==> config.mk <==
export PLATFORM = sky130hd
export DESIGN_NAME = tile_scroll_renderer
export DESIGN_NICKNAME = d
export VERILOG_FILES = /design/src/rtl/tile_pkg.sv /design/src/rtl/tile_row_buffer.sv /design/src/rtl/tile_scroll_renderer.sv
export SDC_FILE = /design/constraint.sdc
export NUM_CORES = 1
export LEC_CHECK = 0
export CORE_UTILIZATION = 55
export DETAILED_ROUTE_END_ITERATION = 7
export HOLD_SLACK_MARGIN = 0.15
export PLACE_DENSITY_LB_ADDON = 0.15
export SETUP_SLACK_MARGIN = 0.2
export SLEW_MARGIN = 20
export SYNTH_ARGS = -nofsm -noshare
export SYNTH_HDL_FRONTEND = slang
export SYNTH_SLANG_ARGS = --single-unit
==> constraint.sdc <==
create_clock -name clk -period 5.37 [get_ports clk]
set_clock_uncertainty 0.1 [all_clocks]
set_input_delay 1.074 -clock clk [delete_from_list [all_inputs] [get_ports clk]]
set_output_delay 1.074 -clock clk [all_outputs]
set_load 0.005 [all_outputs]
==> src/rtl/tile_pkg.sv <==
// Shared constants and types for the scrolling tile renderer.
package tile_pkg;

    localparam int unsigned TILE_W   = 160;
    localparam int unsigned TILE_H   = 120;
    localparam int unsigned ROWS     = 5;
    localparam int unsigned H_ACTIVE = 640;
    localparam int unsigned V_ACTIVE = 480;

    localparam logic [11:0] COL_TILE = 12'h000;
    localparam logic [11:0] COL_BG   = 12'hFFF;
    localparam logic [11:0] COL_GRID = 12'h888;

    typedef struct packed {
        logic       valid;
        logic [1:0] lane;
    } row_t;

    function automatic logic on_row_edge(input logic [9:0] ey);
        return ey == 10'd0
            || ey == 10'(TILE_H)
            || ey == 10'(2 * TILE_H)
            || ey == 10'(3 * TILE_H)
            || ey == 10'(4 * TILE_H);
    endfunction

    function automatic logic on_lane_edge(input logic [9:0] x);
        return x == 10'd0
            || x == 10'(TILE_W)
            || x == 10'(2 * TILE_W)
            || x == 10'(3 * TILE_W)
            || x == 10'(H_ACTIVE - 1);
    endfunction

endpackage

==> src/rtl/tile_row_buffer.sv <==
// Row ring, scroll offset and once-per-frame advance.
module tile_row_buffer
    import tile_pkg::*;
(
    input  logic                clk,
    input  logic                reset,
    input  logic                v_sync_in,
    input  logic                pause,
    input  logic [3:0]          speed,
    input  logic                new_row_valid,
    input  logic [1:0]          new_row_lane,
    output logic                row_shift,
    output logic [6:0]          scroll_offset,
    output row_t [ROWS-1:0]     rows
);

    logic       v_sync_q;
    logic       frame_tick;
    logic       advance;
    logic       wrap;
    logic [7:0] sum;
    row_t       new_entry;

    assign frame_tick = v_sync_q & ~v_sync_in;
    assign sum        = {1'b0, scroll_offset} + {4'b0, speed};
    assign advance    = frame_tick & ~pause & (speed != 4'd0);
    assign wrap       = sum >= 8'(TILE_H);

    // Combinational so the game logic sees it in the cycle its row is taken.
    assign row_shift  = advance & wrap & ~reset;

    assign new_entry.valid = new_row_valid;
    assign new_entry.lane  = new_row_lane;

    always_ff @(posedge clk or posedge reset) begin
        if (reset) begin
            v_sync_q      <= 1'b1;
            scroll_offset <= '0;
            rows          <= '0;
        end else begin
            v_sync_q <= v_sync_in;
            if (advance) begin
                if (wrap) begin
                    scroll_offset <= 7'(sum - 8'(TILE_H));
                    rows          <= {rows[ROWS-2:0], new_entry};
                end else begin
                    scroll_offset <= sum[6:0];
                end
            end
        end
    end

endmodule

==> src/rtl/tile_scroll_renderer.sv <==
// Two-stage pixel pipeline drawing a scrolling 4-lane tile field.
module tile_scroll_renderer
    import tile_pkg::*;
(
    input  logic        clk,
    input  logic        reset,
    input  logic        h_sync_in,
    input  logic        v_sync_in,
    input  logic        inside_video_in,
    input  logic [9:0]  x_position,
    input  logic [8:0]  y_position,
    input  logic        pause,
    input  logic [3:0]  speed,
    input  logic        new_row_valid,
    input  logic [1:0]  new_row_lane,
    output logic        row_shift,
    output logic        bottom_row_valid,
    output logic [1:0]  bottom_row_lane,
    output logic [6:0]  scroll_offset,
    output logic [11:0] rgb,
    output logic        h_sync,
    output logic        v_sync
);

    row_t [ROWS-1:0] rows;

    tile_row_buffer u_row_buffer (
        .clk           (clk),
        .reset         (reset),
        .v_sync_in     (v_sync_in),
        .pause         (pause),
        .speed         (speed),
        .new_row_valid (new_row_valid),
        .new_row_lane  (new_row_lane),
        .row_shift     (row_shift),
        .scroll_offset (scroll_offset),
        .rows          (rows)
    );

    assign bottom_row_valid = rows[ROWS-1].valid;
    assign bottom_row_lane  = rows[ROWS-1].lane;

    logic [9:0] ey;
    logic [2:0] row_d;
    logic [1:0] lane_d;
    logic       grid_d;

    // ey is the pixel's y within the buffer, with row 0 starting above screen.
    assign ey = 10'(y_position) + 10'(TILE_H) - 10'(scroll_offset);

    assign row_d = 3'(ey >= 10'(TILE_H))
                 + 3'(ey >= 10'(2 * TILE_H))
                 + 3'(ey >= 10'(3 * TILE_H))
                 + 3'(ey >= 10'(4 * TILE_H));

    assign lane_d = 2'(x_position >= 10'(TILE_W))
                  + 2'(x_position >= 10'(2 * TILE_W))
                  + 2'(x_position >= 10'(3 * TILE_W));

    assign grid_d = on_lane_edge(x_position) | on_row_edge(ey);

    logic [2:0] s1_row;
    logic [1:0] s1_lane;
    logic       s1_grid;
    logic       s1_act;
    logic       s1_hs;
    logic       s1_vs;

    always_ff @(posedge clk or posedge reset) begin
        if (reset) begin
            s1_row  <= '0;
            s1_lane <= '0;
            s1_grid <= 1'b0;
            s1_act  <= 1'b0;
            s1_hs   <= 1'b1;
            s1_vs   <= 1'b1;
        end else begin
            s1_row  <= row_d;
            s1_lane <= lane_d;
            s1_grid <= grid_d;
            s1_act  <= inside_video_in;
            s1_hs   <= h_sync_in;
            s1_vs   <= v_sync_in;
        end
    end

    row_t        sel;
    logic [11:0] pix_d;

    always_comb begin
        sel = '0;
        for (int i = 0; i < ROWS; i++) begin
            if (s1_row == 3'(i)) begin
                sel = rows[i];
            end
        end
    end

    always_comb begin
        pix_d = COL_BG;
        if (!s1_act) begin
            pix_d = 12'h000;
        end else if (s1_grid) begin
            pix_d = COL_GRID;
        end else if (sel.valid && sel.lane == s1_lane) begin
            pix_d = COL_TILE;
        end
    end

    always_ff @(posedge clk or posedge reset) begin
        if (reset) begin
            rgb    <= '0;
            h_sync <= 1'b1;
            v_sync <= 1'b1;
        end else begin
            rgb    <= pix_d;
            h_sync <= s1_hs;
            v_sync <= s1_vs;
        end
    end

endmodule

==> metrics.txt, run 1 <==
Starting Density around 57%; # rows 25; Synth Net Count 325; Setup Fix Bufs, Post-CTS 0; ANT cells 0; Reg clk slew, reported paths about 0.060 ns; Req. time, crit path ~4.2 ns; most used routing layer in global routing met2; synth warn 0; hold bufs inserted after CTS 0; headroom to the max-slew limit a little over two thirds; wire length per cell 13.0 um; Setup violations, final 0; Seq/Total Area, Yosys 32.9%; I/O pin total 57; Post-synth EDFFs 0; Hold WC Path Type flip-flop to flip-flop; peak supply drop 0.000325 V; core area 4690 um2; max incr delay on CP about 0.50 ns; # clock sinks 35; GRT met3 Usage under 10%; Max Fclk 204 MHz; Power Density 479 nW/um2; DRC 0; asr flop ratio synth 100%; worst-path fanout max 5; CP endpoint kind output pin; share of layout cells above drive strength 1 14.0%; Post-Synthesis Cells ~270; first-pass GRT wire length roughly 8.4 mm; CTS resizes 0; Port Buffers 56; Unique masters post-synth 57; Final min period 4.91 ns; P_int 0.000922 W; post-route ant nets 0; Worst EP arrival 3.74 ns; Avg Vias per Cell around 5.5; clk_lat worst skew between 0.2 and 0.3 ns; synthesized area approximately 2700 um2; Die Y 71.8 um; hold violation count in the final report 0; initial antenna violation count 0; GR Util met1 27.6%; CTS tree built; #FFs+latches synth 35; number of max-cap violations 0; status complete, no violations; routability-driven placement congestion ratio 0.880; syn avg cell area 10.0 um2; DR pass1 iterations 4; Crit-path slowest cell clkdlybuf4s50_1; area added between synthesis and finish 21.7%; drt total wl around 4.8 mm; switching power 0.000638 W; synth top area cells dfrtp_1 29%, ha_1 10%, mux2_4 5.6%; delay-heaviest family, CP buffers and inverters; combinational fraction of design power roughly three fifths; Final #Nets 372; gr usage total between 20% and 30%; Bufs and invs on worst path 3; # fillers 394; chip width 71.8 um; Max Slew Vio Count 0; switch share 40.9%; hold slack 0.257 ns; DR iter-0 viols 102; leakage 1.47 nW; part of the cycle the worst path needs between 90 and 100%; Clock Power Share 11.6%; Crit Path Class input port to output pin; dominant cell type by area after synthesis dfrtp_1; CTS buffer count 5; clock tree buffer depth 2; Worst Max-Slew Pin Slew 0.442 ns; global route total overflow 0; vias in the first global route 1,913; dpl hpwl 3.78 mm; Synth top area share 29.0%; htree depth 2; sequential share of power 26.5%; ys flop type dfrtp_1; power after layout 0.00156 W; largest net degree at the start of global routing 36; Top cell by count, worst path clkdlybuf4s50_1; cell chain of the critical path clkdlybuf4s50_1 -> ha_1 -> inv_1 -> fa_1 -> nand2b_1 -> a21oi_1 -> o21ai_1 -> a21bo_2 -> a21oi_4 -> and3_1 -> clkdlybuf4s50_1; met2 usage 33.8%; setup_tns 0 ns; Die Area 5150 um2; DR vias 2,028; Root Driver clkbuf_8; startpoint type of the worst setup path input port; RSZ-0062 raised after global routing false
==> power groups by stage <==
| stage | clock network [W] | logic, W | registers [W] |
|---|---|---|---|
| floorplan | 0 | 0.000767 | 0.000389 |
| global placement | 0 | 0.000944 | 0.000416 |
| detailed placement | 0 | 0.000966 | 0.000417 |
| CTS | 0.000185 | 0.000972 | 0.000414 |
| global route | 0.000196 | 0.00110 | 0.000427 |
| finish | 0.000180 | 0.000966 | 0.000414 |
==> path summary, 6_finish.rpt <==
| kind | from | to | slack (ns) | cells past startpoint |
|---|---|---|---|---|
| setup reg to reg | u_row_buffer.scroll_offset[1] | s1_row[1] | 1.57 | 15 |
| setup / recovery | speed[0] | row_shift | 0.46 | 11 |
| hold / removal | s1_hs | h_sync | 0.26 | 0 |
| hold reg to reg | s1_hs | h_sync | 0.26 | 0 |
| max in group asynchronous | reset | u_row_buffer.v_sync_q | 3.67 | 3 |
| min in group asynchronous | reset | u_row_buffer.scroll_offset[6] | 1.13 | 3 |
==> synth_stat cells, types with 3 or more instances <==
master,n
dfrtp_1,31
mux2_2,5
dfstp_2,4
nand2b_1,3
xnor2_1,10
nor2_1,17
mux2i_1,3
inv_1,29
o21ai_0,15
o21a_1,4
nand2_1,18
nand4_1,3
a211oi_1,3
buf_4,12
nand3_1,10
ha_1,22
a21oi_1,10
nor3_1,4
nor3b_1,3
a21o_1,5
mux2_4,10
fa_1,4
==> flip-flops by register name, indices dropped and copies added, names as in the netlist <==
register / flops
u_row_buffer.rows: 15
u_row_buffer.scroll_offset: 7
s1_row: 3
rgb: 2
s1_lane: 2
h_sync: 1
s1_act: 1
s1_grid: 1
s1_hs: 1
u_row_buffer.v_sync_q: 1
v_sync: 1
==> area by class of cell <==
type	instances	area [um2]	area share, %
Multi-Input combinational cell	186	1550	47.7
Sequential cell	35	881	27.0
Timing Repair Buffer	57	568	17.4
Inverter	29	109	3.34
Clock buffer	7	76.3	2.34
Tap cell	54	67.6	2.07
Clock inverter	1	5.00	0.153
==> metal layers <==
metal	vias up	routed length (um)
met2	35	2280
met1	976	2310
met5	-	0
li1	1010	-
met4	0	79
met3	7	115
==> cells in the final DEF, fill, tap and decap left out, drive strengths merged, types with 4 or more instances in the layout <==
cell type and instances:
xnor2 11, o21a 5, mux2 15, nand3 10
dfstp 4, nand2 18, ha 22, a21o 6
fa 4, dfrtp 31, clkbuf 7, nor2 17
a21oi 13, o21ai 17, inv 29, a211oi 4
nor3 4, clkdlybuf4s50 56
==> cell families (layout without fill, tap and decap cells) <==
group           count (synthesis)  in the layout  share of synthesized area (%)
flops                          35             35                           32.9
simple gates                   71             71                           13.9
xor+xnor                       12             12                           5.18
buf+inv                        46             94                           9.11
compound gates                 57             57                           15.1
fa+ha+maj                      26             26                           13.3
mux                            20             20                           10.5
==> worst reg2reg max path: stages, from the launching register on <==
cell	delay [ns]
dfrtp_1	0.40
inv_1	0.10
ha_1	0.28
ha_1	0.23
inv_1	0.07
fa_1	0.25
nor2b_4	0.06
or2_4	0.24
a221o_4	0.40
nor4_1	0.19
a21oi_1	0.14
nor2_1	0.16
o21ai_0	0.14
fa_1	0.48
ha_1	0.21
ha_1	0.26
==> metrics by stage <==
stage | setup WS [ns] | instance area, um2 | util [%] | std cells
2_1_floorplan | 1.17 | 2680 | - | 267
3_3_place_gp | 0.585 | 3180 | 67.8 | 361
3_5_place_dp | 0.471 | 3180 | 67.8 | 361
4_1_cts | 0.462 | 3260 | 69.5 | 369
5_1_grt | 0.325 | 3260 | 69.5 | 369
6_report | 0.461 | 3260 | 69.5 | 369
No activity file was read; power rests on OpenSTA's default activity.
==> run 2, diff against run 1 <==
--- a/config.mk
+++ b/config.mk
@@ -7,6 +7,7 @@
 export LEC_CHECK = 0
 export CORE_UTILIZATION = 55
 export DETAILED_ROUTE_END_ITERATION = 7
+export GPL_TIMING_DRIVEN = 0
 export HOLD_SLACK_MARGIN = 0.15
 export PLACE_DENSITY_LB_ADDON = 0.15
 export SETUP_SLACK_MARGIN = 0.2
==> metrics.txt, run 2 (same netlist as run 1, synthesis figures left out) <==
routability-driven placement congestion ratio 0.812 (was 0.880); HP Start s1_hs (unchanged); Clock Power Share 14.0% (was 11.6%); Setup violations, final 0 (unchanged); Starting Density 57.1% (unchanged); setup_tns 0 ns (unchanged); Worst EP arrival 3.70 ns (was 3.74 ns); first-pass GRT wire length 8.62 mm (was 8.40 mm); combinational fraction of design power 61.5% (was 61.9%); global route total overflow 0 (unchanged); switching power 0.000660 W (was 0.000638 W); RR Startpoint u_row_buffer.scroll_offset[1] (unchanged); DR pass1 iterations 4 (unchanged); hold violation count in the final report 0 (unchanged); drt total wl 5.00 mm (was 4.78 mm); # rows 25 (unchanged); reg2reg end s1_row[1] (unchanged); Req. time, crit path 4.20 ns (about the same); CTS resizes 0 (unchanged); hold bufs inserted after CTS 0 (unchanged); ANT cells 0 (unchanged); CP endpoint kind output pin (unchanged); Worst Max-Slew Pin Slew 0.705 ns (was 0.442 ns); max reg flops 15 (unchanged); Power Density 484 nW/um2 (was 479 nW/um2); most common cell after layout, fill and taps aside clkdlybuf4s50_1 (unchanged); clock tree buffer depth 2 (unchanged); number of max-cap violations 0 (unchanged); vias in the first global route 1,911 (was 1,913); post-route ant nets 0 (unchanged); area added between synthesis and finish 27.7% (was 21.7%); Largest Register u_row_buffer.rows (unchanged); DR iter-0 viols 82 (was 102); RSZ-0062 raised after global routing false (unchanged); CP endpoint row_shift (unchanged); initial antenna violation count 0 (unchanged); status complete, no violations (unchanged); P_int 0.000996 W (was 0.000922 W); Setup Fix Bufs, Post-CTS 0 (unchanged); Die Area 5150 um2 (unchanged); CTS tree built (unchanged); switch share 39.9% (was 40.9%); I/O pin total 57 (unchanged); peak supply drop 0.000323 V (was 0.000325 V); DRC 0 (unchanged); core area 4690 um2 (unchanged); gr usage total 21.4% (was 20.6%); chip width 71.8 um (unchanged); clk_lat worst skew 0.29 ns (was 0.28 ns); leakage 1.56 nW (was 1.47 nW); dpl hpwl 3.96 mm (was 3.78 mm); worst-path fanout max 5 (unchanged); Final WS setup 0.496 ns (was 0.461 ns); DP Area 3310 um2 (was 3180 um2); commonest cells after routing, fill and taps aside 56 x clkdlybuf4s50_1, 31 x dfrtp_1, 28 x inv_1, 22 x ha_1, 18 x nand2_1 (was 56 x clkdlybuf4s50_1, 31 x dfrtp_1, 29 x inv_1, 22 x ha_1, 18 x nand2_1); R2R Setup Slk 1.47 ns (was 1.57 ns); R2R cell count 15 (unchanged); Root Driver clkbuf_8 (unchanged); startpoint type of the worst setup path input port (unchanged); Die Y 71.8 um (unchanged); sequential share of power 24.4% (was 26.5%); Max Slew Vio Count 0 (unchanged); Avg Vias per Cell 5.43 (was 5.50); DR vias 2,090 (was 2,028); largest net degree at the start of global routing 37 (was 36); # clock sinks 35 (unchanged); part of the cycle the worst path needs 90.8% (was 91.4%); Hold WC Path Type flip-flop to flip-flop (unchanged); Reg clk slew, reported paths 0.07 ns (was 0.06 ns); Port Buffers 56 (unchanged); wire length per cell 13.0 um (about the same); headroom to the max-slew limit 52.9% (was 70.5%); CTS buffer count 5 (unchanged); cell area after layout 3420 um2 (was 3260 um2); critical path launch point speed[0] (unchanged); Post-Place Setup Slack 0.439 ns (was 0.471 ns); htree depth 2 (unchanged); Final min period 4.87 ns (was 4.91 ns); Crit Path Class input port to output pin (unchanged); Max Fclk 205 MHz (was 204 MHz); share of layout cells above drive strength 1 18.4% (was 14.0%); biggest regs u_row_buffer.rows x15, u_row_buffer.scroll_offset x7, s1_row x3 (unchanged); Final #Nets 388 (was 372)
## run 2: cell types whose count changed in the layout (fill, tap and decap cells not counted)
cell / delta
buf_4: +11
buf_6: +2
buf_8: +1
bufinv_16: +1
clkinv_4: +1
inv_1: -1
inv_2: +1
## run 2: per-stage QoR
| stage | util (%) | hold slack [ns] | std cells | power (W) |
|---|---|---|---|---|
| 2_1_floorplan | - | 0.245 | 267 | 0.00116 |
| 3_3_place_gp | 70.5 | 0.247 | 377 | 0.00139 |
| 3_5_place_dp | 70.5 | 0.250 | 377 | 0.00142 |
| 4_1_cts | 72.9 | 0.260 | 385 | 0.00167 |
| 5_1_grt | 72.9 | 0.261 | 385 | 0.00181 |
| 6_report | 72.9 | 0.260 | 385 | 0.00166 |
## run 2: area by class of cell
type	count	area [um2]
multi-input combinational	186	1550
fill	350	1270
sequential	35	881
timing repair buffer	56	561
buffer	17	135
inverter	29	109
clock buffer	5	68.8
tap	54	67.6
clock inverter	3	43.8
## run 2: how the worst min path moves through the flow
stage	endpoint	slack, ns	cells past startpoint
finish	h_sync	0.26	0
global route	h_sync	0.26	0
CTS	h_sync	0.26	0
global placement	h_sync	0.25	0
detailed placement	h_sync	0.25	0
floorplan	h_sync	0.25	0
## run 2: power groups by stage
| stage | clock network, W | logic [W] | registers [W] |
|---|---|---|---|
| global placement | 0 | 0.000982 | 0.000404 |
| global route | 0.000251 | 0.00115 | 0.000413 |
| detailed placement | 0 | 0.00101 | 0.000408 |
| finish | 0.000232 | 0.00102 | 0.000404 |
| floorplan | 0 | 0.000767 | 0.000389 |
| CTS | 0.000238 | 0.00102 | 0.000404 |
## run 2: routing by layer
layer,vias to the layer above,GRT usage (%),part of all wire [%]
met4,0,7.19,1.3
li1,1050,-,-
met5,-,0,0
met1,989,27.8,45
met2,44,36.1,50
met3,7,3.94,3.5
## run 2: worst max-delay path, cell delays in order
cell and delay, ns:
clkdlybuf4s50_1 0.49, ha_1 0.17, inv_1 0.05, fa_1 0.38, nand2b_1 0.21, a21oi_1 0.16, o21ai_1 0.07, a21bo_2 0.22
a21oi_4 0.19, and3_1 0.19, clkdlybuf4s50_1 0.50
==> run 3, diff against run 2 <==
--- a/config.mk
+++ b/config.mk
@@ -5,6 +5,7 @@
 export SDC_FILE = /design/constraint.sdc
 export NUM_CORES = 1
 export LEC_CHECK = 0
+export ABC_AREA = 1
 export CORE_UTILIZATION = 55
 export DETAILED_ROUTE_END_ITERATION = 7
 export GPL_TIMING_DRIVEN = 0
==> metrics.txt, run 3 <==
status complete, no violations (unchanged); fin cells 565 (was 385); Reg clk slew, reported paths 0.06 ns (was 0.07 ns); Max Slew Vio Count 0 (unchanged); Starting Density 57.7% (was 57.1%); Seq/Total Area, Yosys 29.5% (was 32.9%); worst-path fanout max 10 (was 5); cell chain of the critical path clkdlybuf4s50_1 -> ha_2 -> inv_1 -> fa_1 -> inv_1 -> nand3_1 -> nand3b_1 -> nand2_2 -> nor2_4 -> nand3_4 -> nand2_4 -> nand2_4 -> buf_6 -> nor2_1 -> clkdlybuf4s50_1 (was clkdlybuf4s50_1 -> ha_1 -> inv_1 -> fa_1 -> nand2b_1 -> a21oi_1 -> o21ai_1 -> a21bo_2 -> a21oi_4 -> and3_1 -> clkdlybuf4s50_1); htree depth 2 (unchanged); Worst Max-Slew Pin Slew 0.681 ns (was 0.705 ns); Root Driver clkbuf_8 (unchanged); Final min period 4.97 ns (was 4.87 ns); combinational fraction of design power 64.9% (was 61.5%); most common cell after layout, fill and taps aside nand2_1 (was clkdlybuf4s50_1); ys flop type dfrtp_1 (unchanged); Final WS setup 0.404 ns (was 0.496 ns); Max Fclk 201 MHz (was 205 MHz); Die Y 75.6 um (was 71.8 um); hold violation count in the final report 0 (unchanged); RSZ-0062 raised after global routing false (unchanged); Setup violations, final 0 (unchanged); first-pass GRT wire length 10.6 mm (was 8.62 mm); Final #Nets 552 (was 388); dpl hpwl 5.14 mm (was 3.96 mm); setup_tns 0 ns (unchanged); Post-Synthesis Cells 431 (was 267); switching power 0.000791 W (was 0.000660 W); DR iter-0 viols 157 (was 82); syn avg cell area 6.92 um2 (was 10.0 um2); Placed Instances 557 (was 377); number of max-cap violations 0 (unchanged); drt total wl 6.43 mm (was 5.00 mm); count leader, synth nand2_1 (was dfrtp_1); asr flop ratio synth 100% (unchanged); Crit-path slowest cell clkdlybuf4s50_1 (unchanged); startpoint type of the worst setup path input port (unchanged); # fillers 443 (was 350); synth cell count leaders 130 x nand2_1, 81 x inv_1, 40 x nand3_1, 31 x dfrtp_1 (was 31 x dfrtp_1, 29 x inv_1, 22 x ha_1, 18 x nand2_1, 17 x nor2_1); Clock Power Share 11.1% (was 14.0%); max incr delay on CP 0.50 ns (about the same); synth top area cells dfrtp_1 26%, nand2_1 16%, inv_1 10% (was dfrtp_1 29%, ha_1 10%, mux2_4 5.6%); clk_lat worst skew 0.29 ns (about the same); Power Density 436 nW/um2 (was 484 nW/um2); dominant cell type by area after synthesis dfrtp_1 (unchanged); ANT cells 0 (unchanged); CTS buffer count 5 (unchanged); post-route ant nets 0 (unchanged); sequential share of power 24.0% (was 24.4%); Avg Vias per Cell 4.99 (was 5.43); Die Area 5720 um2 (was 5150 um2); CTS tree built (unchanged); Post-Place Setup Slack 0.392 ns (was 0.439 ns); Largest Register u_row_buffer.rows (unchanged); # clock sinks 35 (unchanged); switch share 48.9% (was 39.9%); area added between synthesis and finish 24.5% (was 27.7%); chip width 75.6 um (was 71.8 um); headroom to the max-slew limit 54.5% (was 52.9%); Unique masters post-synth 34 (was 57); peak supply drop 0.000283 V (was 0.000323 V); wire length per cell 11.4 um (was 13.0 um); synthesized area 2980 um2 (was 2680 um2); global route total overflow 0 (unchanged); largest net degree at the start of global routing 36 (was 37); # rows 26 (was 25); biggest regs u_row_buffer.rows x15, u_row_buffer.scroll_offset x7, s1_row x3 (unchanged); gr usage total 24.2% (was 21.4%); part of the cycle the worst path needs 92.5% (was 90.8%); Port Buffers 56 (unchanged); CP endpoint kind output pin (unchanged); leakage 1.96 nW (was 1.56 nW); DR vias 2,818 (was 2,090); commonest cells after routing, fill and taps aside 130 x nand2_1, 80 x inv_1, 56 x clkdlybuf4s50_1, 40 x nand3_1, 31 x dfrtp_1 (was 56 x clkdlybuf4s50_1, 31 x dfrtp_1, 28 x inv_1, 22 x ha_1, 18 x nand2_1); Req. time, crit path 4.20 ns (about the same); routability-driven placement congestion ratio 0.871 (was 0.812); Hold WC Path Type flip-flop to flip-flop (unchanged); DRC 0 (unchanged); DR pass1 iterations 4 (unchanged); share of layout cells above drive strength 1 11.3% (was 18.4%); vias in the first global route 2,608 (was 1,911); fin util 71.8% (was 72.9%); clock tree buffer depth 2 (unchanged); initial antenna violation count 0 (unchanged); max reg flops 15 (unchanged); core area 5170 um2 (was 4690 um2); Worst EP arrival 3.79 ns (was 3.70 ns); #FFs+latches synth 35 (unchanged); I/O pin total 57 (unchanged); Crit Path Class input port to output pin (unchanged); Post-synth EDFFs 0 (unchanged); Synth top area share 26.0% (was 29.0%); synth warn 0 (unchanged); Synth Net Count 489 (was 325); P_int 0.000828 W (was 0.000996 W)
run 3: cell types whose count changed after synthesis, sizes merged, moves of 5 or more:
cell | before | now
o21a | 5 | 0
a21oi | 13 | 7
nand4 | 3 | 13
nand2 | 18 | 137
nand3b | 1 | 6
xnor2 | 11 | 2
nor2 | 17 | 25
mux2 | 15 | 0
inv | 29 | 84
nand3 | 10 | 43
a21o | 6 | 0
run 3: layout make-up:
class	instances	area [um2]	share of cell area, %
multi-input cells	294	1650	44.5
inverters	84	315	8.49
flip-flops and latches	35	881	23.7
clock inverters	1	5.00	0.135
well taps	70	87.6	2.36
repair buffers	56	561	15.1
clock buffers	7	76.3	2.05
plain buffers	18	135	3.64
run 3: final timing paths:
path | startpoint | end | slack [ns] | cells past startpoint
max | speed[0] | row_shift | 0.40 | 15
min | s1_hs | h_sync | 0.26 | 0
max reg2reg | u_row_buffer.scroll_offset[1] | s1_row[1] | 1.84 | 16
min reg2reg | s1_hs | h_sync | 0.26 | 0
max in group asynchronous | reset | u_row_buffer.rows[11] | 3.58 | 2
min in group asynchronous | reset | u_row_buffer.rows[7] | 1.14 | 2
run 3: cells by family after synthesis:
group / synth area share (%)
xor gates and xnor gates: 0.881
DFF: 29.5
and+or+nand+nor: 36.3
buffers and inverters: 15.1
AOI/OAI and AO/OA: 6.25
adders and majority gates: 11.9
run 3: power by group through the flow:
stage          Clock [W]  Combinational [W]  Sequential, W
5_1_grt         0.000194            0.00121       0.000396
2_1_floorplan          0           0.000777       0.000371
4_1_cts         0.000183            0.00105       0.000388
3_5_place_dp           0            0.00104       0.000393
6_report        0.000180            0.00105       0.000389
3_3_place_gp           0           0.000993       0.000389
run 3: critical path: cells and delay by family:
kind / cells / cell delay (ns)
fa+ha+maj: 2 / 0.63
buf+inv: 5 / 1.30
simple gates: 8 / 0.78
run 3: what timing repair did:
item / 4_1_cts / 5_1_grt
buffers inserted: 0 / 0
hold buffers: 0 / 0
resized for setup: 0 / 1
setup endpoints to repair: 0 / 1
run 3: routing by layer:
metal  share of wire, %  global-route usage (%)  vias up
li1                   -                       -     1474
met2                 51                    44.1       59
met1                 45                    28.5     1275
met5                  0                       0        -
met3                3.1                    5.03       10
met4                1.1                    7.41        0
run 3: per-stage QoR:
| step | hold slack, ns | total power [W] | instance area (um2) |
|---|---|---|---|
| finish | 0.260 | 0.00162 | 3710 |
| global route | 0.262 | 0.00180 | 3710 |
| CTS | 0.259 | 0.00162 | 3710 |
| detailed placement | 0.250 | 0.00143 | 3630 |
| global placement | 0.247 | 0.00138 | 3630 |
| floorplan | 0.245 | 0.00115 | 2980 |
